[config.mk]
export PLATFORM = sky130hd
export DESIGN_NAME = pipeline_hazard_ctrl_flat
export DESIGN_NICKNAME = d
export VERILOG_FILES = /design/src/rtl/pipeline_hazard_ctrl_if.sv /design/src/rtl/pipeline_hazard_ctrl.sv /design/src/flat_wrapper.sv
export SDC_FILE = /design/constraint.sdc
export NUM_CORES = 1
export LEC_CHECK = 0
export CAP_MARGIN = 20
export CORE_ASPECT_RATIO = 1.1
export CORE_MARGIN = 5
export CORE_UTILIZATION = 40
export CTS_CLUSTER_SIZE = 30
export DETAILED_ROUTE_END_ITERATION = 8
export PLACE_DENSITY = 0.85
export SETUP_SLACK_MARGIN = 0.2
export SLEW_MARGIN = 0
export SYNTH_ARGS = -nofsm -noshare
export SYNTH_HDL_FRONTEND = slang
export SYNTH_SLANG_ARGS = --single-unit
[constraint.sdc]
create_clock -name clk -period 4.11 [get_ports clk]
set_clock_uncertainty 0.05 [all_clocks]
set_input_delay 0.6165 -clock clk [delete_from_list [all_inputs] [get_ports clk]]
set_output_delay 0.6165 -clock clk [all_outputs]
set_load 0.03 [all_outputs]
[src/rtl/pipeline_hazard_ctrl_if.sv]
// ---------------------------------------------------------------------------
// pipeline_hazard_ctrl_if
// Bundles the decode-stage hazard inputs and the pipeline-register control
// outputs of pipeline_hazard_ctrl.
//   master : decoder / pipeline side (drives hazard inputs, observes controls)
//   slave  : hazard controller (consumes hazard inputs, drives controls)
// Signals:
//   id_opcode[5:0], id_rs[4:0], id_rt[4:0], id_uses_rt   instruction in ID
//   ex_opcode[5:0], ex_rd[4:0], ex_branch_tkn            ID/EX contents
//   pc_we, ifid_we, ifid_flush, idex_we, idex_bubble     pipeline controls
//   mc_busy, mc_done                                     multi-cycle status
//   stall_count[CNT_W-1:0]                               stall performance counter
// ---------------------------------------------------------------------------
interface pipeline_hazard_ctrl_if #(
    parameter int CNT_W = 16
);
    logic [5:0]       id_opcode;
    logic [4:0]       id_rs;
    logic [4:0]       id_rt;
    logic             id_uses_rt;
    logic [5:0]       ex_opcode;
    logic [4:0]       ex_rd;
    logic             ex_branch_tkn;
    logic             pc_we;
    logic             ifid_we;
    logic             ifid_flush;
    logic             idex_we;
    logic             idex_bubble;
    logic             mc_busy;
    logic             mc_done;
    logic [CNT_W-1:0] stall_count;

    modport master (
        output id_opcode, id_rs, id_rt, id_uses_rt, ex_opcode, ex_rd, ex_branch_tkn,
        input  pc_we, ifid_we, ifid_flush, idex_we, idex_bubble, mc_busy, mc_done,
        input  stall_count
    );

    modport slave (
        input  id_opcode, id_rs, id_rt, id_uses_rt, ex_opcode, ex_rd, ex_branch_tkn,
        output pc_we, ifid_we, ifid_flush, idex_we, idex_bubble, mc_busy, mc_done,
        output stall_count
    );
endinterface

[src/rtl/pipeline_hazard_ctrl.sv]
// ---------------------------------------------------------------------------
// pipeline_hazard_ctrl
// Decode-stage hazard controller for the 5-stage core. Sequences the IF/ID
// and ID/EX registers around load-use hazards, taken-branch flushes and
// multi-cycle EX operations, and counts cycles in which the PC is held.
// Ports:
//   clk      rising-edge clock
//   reset_n  asynchronous active-low reset
//   bus      pipeline_hazard_ctrl_if.slave (hazard inputs in, controls out)
// Control outputs are combinational from state and inputs; only the FSM
// state, the multi-cycle down-counter and the stall counter are registered.
// ---------------------------------------------------------------------------
module pipeline_hazard_ctrl #(
    parameter logic [5:0] OPC_LW     = 6'h23,
    parameter logic [5:0] OPC_MC     = 6'h1C,
    parameter int         MC_LATENCY = 4,
    parameter int         CNT_W      = 16
) (
    input  logic                   clk,
    input  logic                   reset_n,
    pipeline_hazard_ctrl_if.slave  bus
);
    localparam logic [0:0] ST_RUN     = 1'b0;
    localparam logic [0:0] ST_MC_WAIT = 1'b1;

    // The RUN cycle that launches the op is already one stall cycle, so the
    // counter covers the remaining MC_LATENCY-2 stalling MC_WAIT cycles.
    localparam logic [3:0] MC_INIT = 4'(MC_LATENCY - 2);

    logic [0:0]       r_state;
    logic [3:0]       r_mc_cnt;
    logic [CNT_W-1:0] r_stall_count;

    logic [0:0]       w_state_next;
    logic [3:0]       w_mc_cnt_next;
    logic             w_load_use;
    logic             w_pc_we;
    logic             w_ifid_we;
    logic             w_ifid_flush;
    logic             w_idex_we;
    logic             w_idex_bubble;
    logic             w_mc_busy;
    logic             w_mc_done;

    // r0 is hardwired to zero, so a load targeting it never creates a hazard.
    assign w_load_use = (bus.ex_opcode == OPC_LW) && (bus.ex_rd != 5'd0) &&
                        ((bus.ex_rd == bus.id_rs) ||
                         (bus.id_uses_rt && (bus.ex_rd == bus.id_rt)));

    always_comb begin
        w_state_next  = r_state;
        w_mc_cnt_next = r_mc_cnt;
        w_pc_we       = 1'b1;
        w_ifid_we     = 1'b1;
        w_ifid_flush  = 1'b0;
        w_idex_we     = 1'b1;
        w_idex_bubble = 1'b0;
        w_mc_busy     = 1'b0;
        w_mc_done     = 1'b0;
        if (!reset_n) begin
            // Hold the whole front end and keep NOPs flowing while in reset.
            w_pc_we       = 1'b0;
            w_ifid_we     = 1'b0;
            w_idex_we     = 1'b0;
            w_ifid_flush  = 1'b1;
            w_idex_bubble = 1'b1;
        end else begin
            case (r_state)
                ST_RUN: begin
                    if (bus.ex_branch_tkn) begin
                        // Wrong-path instructions in IF and ID are squashed.
                        w_ifid_flush  = 1'b1;
                        w_idex_bubble = 1'b1;
                    end else if (bus.ex_opcode == OPC_MC) begin
                        w_pc_we       = 1'b0;
                        w_ifid_we     = 1'b0;
                        w_idex_we     = 1'b0;
                        w_state_next  = ST_MC_WAIT;
                        w_mc_cnt_next = MC_INIT;
                    end else if (w_load_use) begin
                        // The inserted bubble itself removes the hazard next cycle.
                        w_pc_we       = 1'b0;
                        w_ifid_we     = 1'b0;
                        w_idex_bubble = 1'b1;
                    end
                end
                default: begin
                    // EX is owned by the multi-cycle op; branch and load-use
                    // indications are not meaningful until it drains.
                    w_mc_busy = 1'b1;
                    if (r_mc_cnt != 4'd0) begin
                        w_pc_we       = 1'b0;
                        w_ifid_we     = 1'b0;
                        w_idex_we     = 1'b0;
                        w_mc_cnt_next = r_mc_cnt - 4'd1;
                    end else begin
                        w_mc_done    = 1'b1;
                        w_state_next = ST_RUN;
                    end
                end
            endcase
        end
    end

    always_ff @(posedge clk or negedge reset_n) begin
        if (!reset_n) begin
            r_state       <= ST_RUN;
            r_mc_cnt      <= 4'd0;
            r_stall_count <= '0;
        end else begin
            r_state  <= w_state_next;
            r_mc_cnt <= w_mc_cnt_next;
            if (!w_pc_we && (r_stall_count != {CNT_W{1'b1}})) begin
                r_stall_count <= r_stall_count + 1'b1;
            end
        end
    end

    assign bus.pc_we       = w_pc_we;
    assign bus.ifid_we     = w_ifid_we;
    assign bus.ifid_flush  = w_ifid_flush;
    assign bus.idex_we     = w_idex_we;
    assign bus.idex_bubble = w_idex_bubble;
    assign bus.mc_busy     = w_mc_busy;
    assign bus.mc_done     = w_mc_done;
    assign bus.stall_count = r_stall_count;
endmodule
[src/flat_wrapper.sv]
// flat-port wrapper written by rule: the top's interface ports become plain ports
module pipeline_hazard_ctrl_flat 
#(
    parameter logic [5:0] OPC_LW     = 6'h23,
    parameter logic [5:0] OPC_MC     = 6'h1C,
    parameter int         MC_LATENCY = 4,
    parameter int         CNT_W      = 16
)
  (clk, reset_n, bus_id_opcode, bus_id_rs, bus_id_rt, bus_id_uses_rt, bus_ex_opcode, bus_ex_rd, bus_ex_branch_tkn, bus_pc_we, bus_ifid_we, bus_ifid_flush, bus_idex_we, bus_idex_bubble, bus_mc_busy, bus_mc_done, bus_stall_count);
  pipeline_hazard_ctrl_if #(.CNT_W(CNT_W)) bus_i ();
  input  logic clk;
  input  logic reset_n;
  input wire logic [$bits(bus_i.id_opcode)-1:0] bus_id_opcode;
  input wire logic [$bits(bus_i.id_rs)-1:0] bus_id_rs;
  input wire logic [$bits(bus_i.id_rt)-1:0] bus_id_rt;
  input wire logic [$bits(bus_i.id_uses_rt)-1:0] bus_id_uses_rt;
  input wire logic [$bits(bus_i.ex_opcode)-1:0] bus_ex_opcode;
  input wire logic [$bits(bus_i.ex_rd)-1:0] bus_ex_rd;
  input wire logic [$bits(bus_i.ex_branch_tkn)-1:0] bus_ex_branch_tkn;
  output wire logic [$bits(bus_i.pc_we)-1:0] bus_pc_we;
  output wire logic [$bits(bus_i.ifid_we)-1:0] bus_ifid_we;
  output wire logic [$bits(bus_i.ifid_flush)-1:0] bus_ifid_flush;
  output wire logic [$bits(bus_i.idex_we)-1:0] bus_idex_we;
  output wire logic [$bits(bus_i.idex_bubble)-1:0] bus_idex_bubble;
  output wire logic [$bits(bus_i.mc_busy)-1:0] bus_mc_busy;
  output wire logic [$bits(bus_i.mc_done)-1:0] bus_mc_done;
  output wire logic [$bits(bus_i.stall_count)-1:0] bus_stall_count;
  assign bus_i.id_opcode = bus_id_opcode;
  assign bus_i.id_rs = bus_id_rs;
  assign bus_i.id_rt = bus_id_rt;
  assign bus_i.id_uses_rt = bus_id_uses_rt;
  assign bus_i.ex_opcode = bus_ex_opcode;
  assign bus_i.ex_rd = bus_ex_rd;
  assign bus_i.ex_branch_tkn = bus_ex_branch_tkn;
  assign bus_pc_we = bus_i.pc_we;
  assign bus_ifid_we = bus_i.ifid_we;
  assign bus_ifid_flush = bus_i.ifid_flush;
  assign bus_idex_we = bus_i.idex_we;
  assign bus_idex_bubble = bus_i.idex_bubble;
  assign bus_mc_busy = bus_i.mc_busy;
  assign bus_mc_done = bus_i.mc_done;
  assign bus_stall_count = bus_i.stall_count;
  pipeline_hazard_ctrl #(.OPC_LW(OPC_LW), .OPC_MC(OPC_MC), .MC_LATENCY(MC_LATENCY), .CNT_W(CNT_W)) u_core (.clk(clk), .reset_n(reset_n), .bus(bus_i));
endmodule
# After elaboration in Yosys (flattened, before gate mapping)
# Index checks and enable logic that the tools add are counted.
word_totals:
  wordCells: 52
  in_bits: 31
  register_bits: 21
  output_inout_bits: 23
op_classes:
  addsub: 2
  n_eq_ne: 7
  n_reduce_logical: 10
  muxes: 30
ops:
  columns: ["cell", "count"]
  rows:
  - ["two-way mux 1 bit", 26]
  - ["adder 16 x 1 -> 16 bit (second input constant)", 1]
  - ["two-way mux 4 bit", 4]
  - ["inequality test 16 bit (second input constant)", 1]
  - ["equality test 5 bit", 2]
  - ["equality test 6 x 5 -> 1 bit (second input constant)", 1]
  - ["equality test 6 bit (second input constant)", 1]
  - ["nonzero test 5 bit", 1]
  - ["logical AND 1 bit", 4]
  - ["AND reduction 4 bit", 1]
  - ["nonzero test 4 bit", 1]
  - ["subtractor 4 x 1 -> 4 bit (second input constant)", 1]
  - ["inequality test 2 x 1 -> 1 bit (second input constant)", 1]
  - ["inequality test 2 bit (second input constant)", 1]
  - ["nonzero test 2 bit", 1]
  - ["zero test 1 bit", 1]
  - ["logical OR 1 bit", 1]

# Longest topological paths before layout
logic_depth:
  depth_word: 11
  depth_mapped: 9
  mapped_depth_nobuf: 8

# Worst setup path before layout
# OpenSTA, ideal clock, no wires.
synth_timing:
  path_kind: "reg2out"
  startpoint: "register u_core.r_mc_cnt[0]"
  endpoint: "output bus_pc_we"
  required_ps: 3444
  path_buffers: 2
  t_arrival_ps: 2364
  path_stages_with_launch: 9
  setup_slack_ps: 1079
  path_cell_list: "dfrtp_1 -> inv_1 -> ha_1 -> or3b_2 -> nand2_1 -> nor3b_2 -> o31a_4 -> buf_6 -> buf_4"
synth_between:
  elab_chain_cells: 4
synth_rtl:
  columns: ["item", "line_no", "source"]
  rows:
  - ["start: declaration", "pipeline_hazard_ctrl.sv:31", "logic [3:0] r_mc_cnt;"]
  - ["start signal: assignment", "pipeline_hazard_ctrl.sv:112", "r_mc_cnt <= w_mc_cnt_next;"]
  - ["nonzero test 4 bit", "pipeline_hazard_ctrl.sv:91", "if (r_mc_cnt != 4'd0) begin"]
  - ["two-way mux 1 bit (3 in a row)", null, null]
  - ["end: declaration", "flat_wrapper.sv:20", "output wire logic [$bits(bus_i.pc_we)-1:0] bus_pc_we;"]
# Every way passes these cells.

# Worst setup path in the final report
layout_timing:
  startpoint: "register u_core.r_mc_cnt[0]"
  endpoint: "output bus_ifid_we"
layout_between:
  elab_chain_cells: 4
layout_rtl:
  columns: ["item", "line_no", "source"]
  rows:
  - ["nonzero test 4 bit", "pipeline_hazard_ctrl.sv:91", null]
  - ["two-way mux 1 bit", "pipeline_hazard_ctrl.sv:91", null]
  - ["two-way mux 1 bit", "pipeline_hazard_ctrl.sv:68", "case (r_state)"]
  - ["two-way mux 1 bit", "pipeline_hazard_ctrl.sv:60", "if (!reset_n) begin"]
  - ["end: declaration", "flat_wrapper.sv:21", "output wire logic [$bits(bus_i.ifid_we)-1:0] bus_ifid_we;"]
# Every way passes these cells.

==> impl_results.md <==
- Antenna diode count: 0
- Highest clock rate: 277 MHz
- Number of standard cells after synthesis: 131
- Maximum Capacitance Violations: 0
- Global-route met1 utilization: 0.193
- Floorplan Core Area: 3100 sq um
- Max Slew Vio Count: 0
- Area added between synthesis and finish: 39.7%
- Data arrival, critical path: 2.94 ns
- Post-synth cell types: 38
- Logic depth of the worst register-to-register path: 8
- Via count normalized by instance count: 5.45
- Total Nets Final: 212
- Post-Syn Area: 1300 sq um
- H-tree Lvls: 1
- Residual overflow from global routing: 0
- Tcrit/Tclk final: 0.879
- Num ports: 54
- Via count: 1155
- FF-to-FF Start: u_core.r_mc_cnt[0]
- Fraction of registers with async set/reset: 1.00
- CP startpoint kind: flip-flop
- Predominant post-synthesis flop cell: dfrtp_1
- Final total negative setup slack: 0 ns
- Vias in the first global route: 1180
- Static Leak: 0.709 nW
- Minimum hold slack: 0.450 ns
- Crit end category: primary output
- Site Rows: 21
- Placer congestion estimate: 0.817
- Sum of net half-perimeters after detailed placement: 2510 microns
- Total track usage: 0.149
- Number of hold violations in the final report: 0
- Post-Syn Area per Cell: 9.94 sq um
- Synth Net Count: 164
- Number of buffers created by CTS: 3
- Destination of the worst hold path: u_core.bus.stall_count[8]
- Number of gates resized after CTS: 0
- Biggest fanout along the worst timing path: 17
- Count of input and output buffers: 47
- CP required: 3.44 ns
- Leading cell type in the layout, fill and taps excluded: clkdlybuf4s50_1
- Drt total wl: 3280 microns
- Met3 Usage GRT: 0.0433
- Reg-to-reg critical path endpoint: u_core.bus.stall_count[1]
- DIE AREA: 4500 sq um
- Number of enable flip-flop cells after synthesis: 0
- Pwr dens: 628 nW/um^2
- Clock-pin transition on the worst setup and hold timing paths: 0.11 ns
- Inst Count DP: 208
- M2 GR Usage: 0.240
- Root cell of the clock tree: clkbuf_4
- Number of register bits inferred by synthesis: 21
- Vertical die dimension: 69.9 microns
- Routed Antenna Nets: 0
- Starting density of the core: 0.420
- Final-report setup violation count: 0
- WS Path Type: flip-flop to primary output
- Wire length of the first global-routing pass: 5480 microns
- Pre-antenna DRT Iters: 4
- Number of instances on the worst hold path: 1
- Clock Path Buffers: 2
- CTS tree: yes
- Worst Tran Pin Value: 0.521 ns
- Maximum number of pins on one net before global-route repair: 30
- DRC violations left: 0
- Highest-count cells in the layout ignoring fill and taps: clkdlybuf4s50_1, xor2_1, dfrtp_1, nand2_1, nor2_1
- Initial antenna violation count: 0
- Flop2flop setup slack: 1.64 ns
- Setup repair after global routing missed its margin: no
- Synth Warn #: 0
- Sink Count: 21
- Share of synthesized area occupied by flip-flops and latches: 0.403
- Relative max-transition margin: 0.652
- Filler instances: 278
- Final Non-Filler Cells: 212
- Type of the most critical hold path: flip-flop to flip-flop
- Width of the chip: 64.4 microns
- Final min period: 3.61 ns
- Count of routing violations after the opening detailed-route iteration: 61
- Average wire per cell in the routed design: 15.5 microns
- Peak-usage layer in the global routing report: met2
- Post-CTS Setup Bufs: 0
- Result of the run: finished clean
- Min-Delay Startpoint: u_core.bus.stall_count[8]
- Worst voltage drop across the vdd grid: 0.391 mV
- Count of hold buffers inserted by post-cts repair: 0
- Layout cells sized above 1: 0.101
- Clock insertion delay at the later pin of the skew report: 0.31 ns
-- stage by stage --
step	instance area, sq um	power (W)	setup slack (ns)	utilization
finish	1820	0.00114	0.499	0.587
global route	1820	0.00122	0.317	0.587
CTS	1820	0.00115	0.479	0.587
detailed placement	1790	0.00105	0.594	0.578
global placement	1790	0.00102	0.624	0.578
floorplan	1300	0.000795	1.08	-
-- worst max-delay path by stage --
| stage | from | to | slack [ns] |
|---|---|---|---|
| after global placement | bus_ex_rd[4] | bus_ifid_we | 0.62 |
| after floorplan | u_core.r_mc_cnt[0] | bus_pc_we | 1.08 |
| after global routing | u_core.r_mc_cnt[0] | bus_ifid_we | 0.32 |
| final | u_core.r_mc_cnt[0] | bus_ifid_we | 0.50 |
| after CTS | u_core.r_mc_cnt[0] | bus_ifid_we | 0.48 |
| after detailed placement | bus_ex_rd[4] | bus_ifid_we | 0.59 |
-- flip-flops by register name, summed over array words and instances (netlist names) --
signal	cells
u_core.bus.stall_count	16
u_core.r_state	1
u_core.r_mc_cnt	4
-- worst max-delay path, stage by stage (launching register included) --
cell             delay [ns]
dfrtp_1                0.43
inv_1                  0.07
ha_1                   0.19
or3b_2                 0.52
nand2_1                0.10
nor3b_2                0.26
o31a_4                 0.34
clkdlybuf4s50_1        0.72
-- routing by layer --
layer | vias up | wire length, microns
li1 | 556 | -
met1 | 542 | 1410
met2 | 51 | 1550
met3 | 6 | 282
met4 | 0 | 38
met5 | - | 0
-- logic make-up (layout without fill, tap and decap cells) --
kind of cell | count (synthesis) | after routing | share of synthesized area
adders and majority gates | 2 | 2 | 0.0192
and+or+nand+nor | 61 | 61 | 0.296
muxes | 1 | 1 | 0.00864
buffers and inverters | 8 | 55 | 0.0317
xor gates and xnor gates | 26 | 26 | 0.175
AOI/OAI and AO/OA | 12 | 12 | 0.0663
DFF | 21 | 21 | 0.403
-- final cells by class --
cell class / instances / area, sq um / area share
multi-input combinational: 102 / 736 / 0.404
sequential: 21 / 526 / 0.289
timing repair buffer: 48 / 478 / 0.263
tap: 34 / 42.5 / 0.0234
clock buffer: 4 / 26.3 / 0.0144
inverter: 3 / 11.3 / 0.00619
-- power by group --
part,internal (W),total [W],switching (W),leakage [nW]
sequential,0.000297,0.000406,0.000109,0.227
combinational,0.000278,0.000637,0.000358,0.467
clock,0.0000379,0.000100,0.0000623,0.0150
-- cells in the mapped netlist (2+ instances only) --
cell | number | share of area
clkbuf_1 | 3 | 0.0086
inv_1 | 3 | 0.0086
o21ai_0 | 3 | 0.012
a31oi_1 | 2 | 0.0096
nor2_1 | 9 | 0.026
nand3_1 | 6 | 0.023
nor3_1 | 8 | 0.031
nand4_1 | 6 | 0.029
nand2_1 | 10 | 0.029
a21oi_1 | 3 | 0.012
nor3_2 | 5 | 0.038
dfrtp_1 | 21 | 0.40
ha_1 | 2 | 0.019
nor4_1 | 2 | 0.0096
xor2_1 | 25 | 0.17
Power figures use the tool's default switching activity.
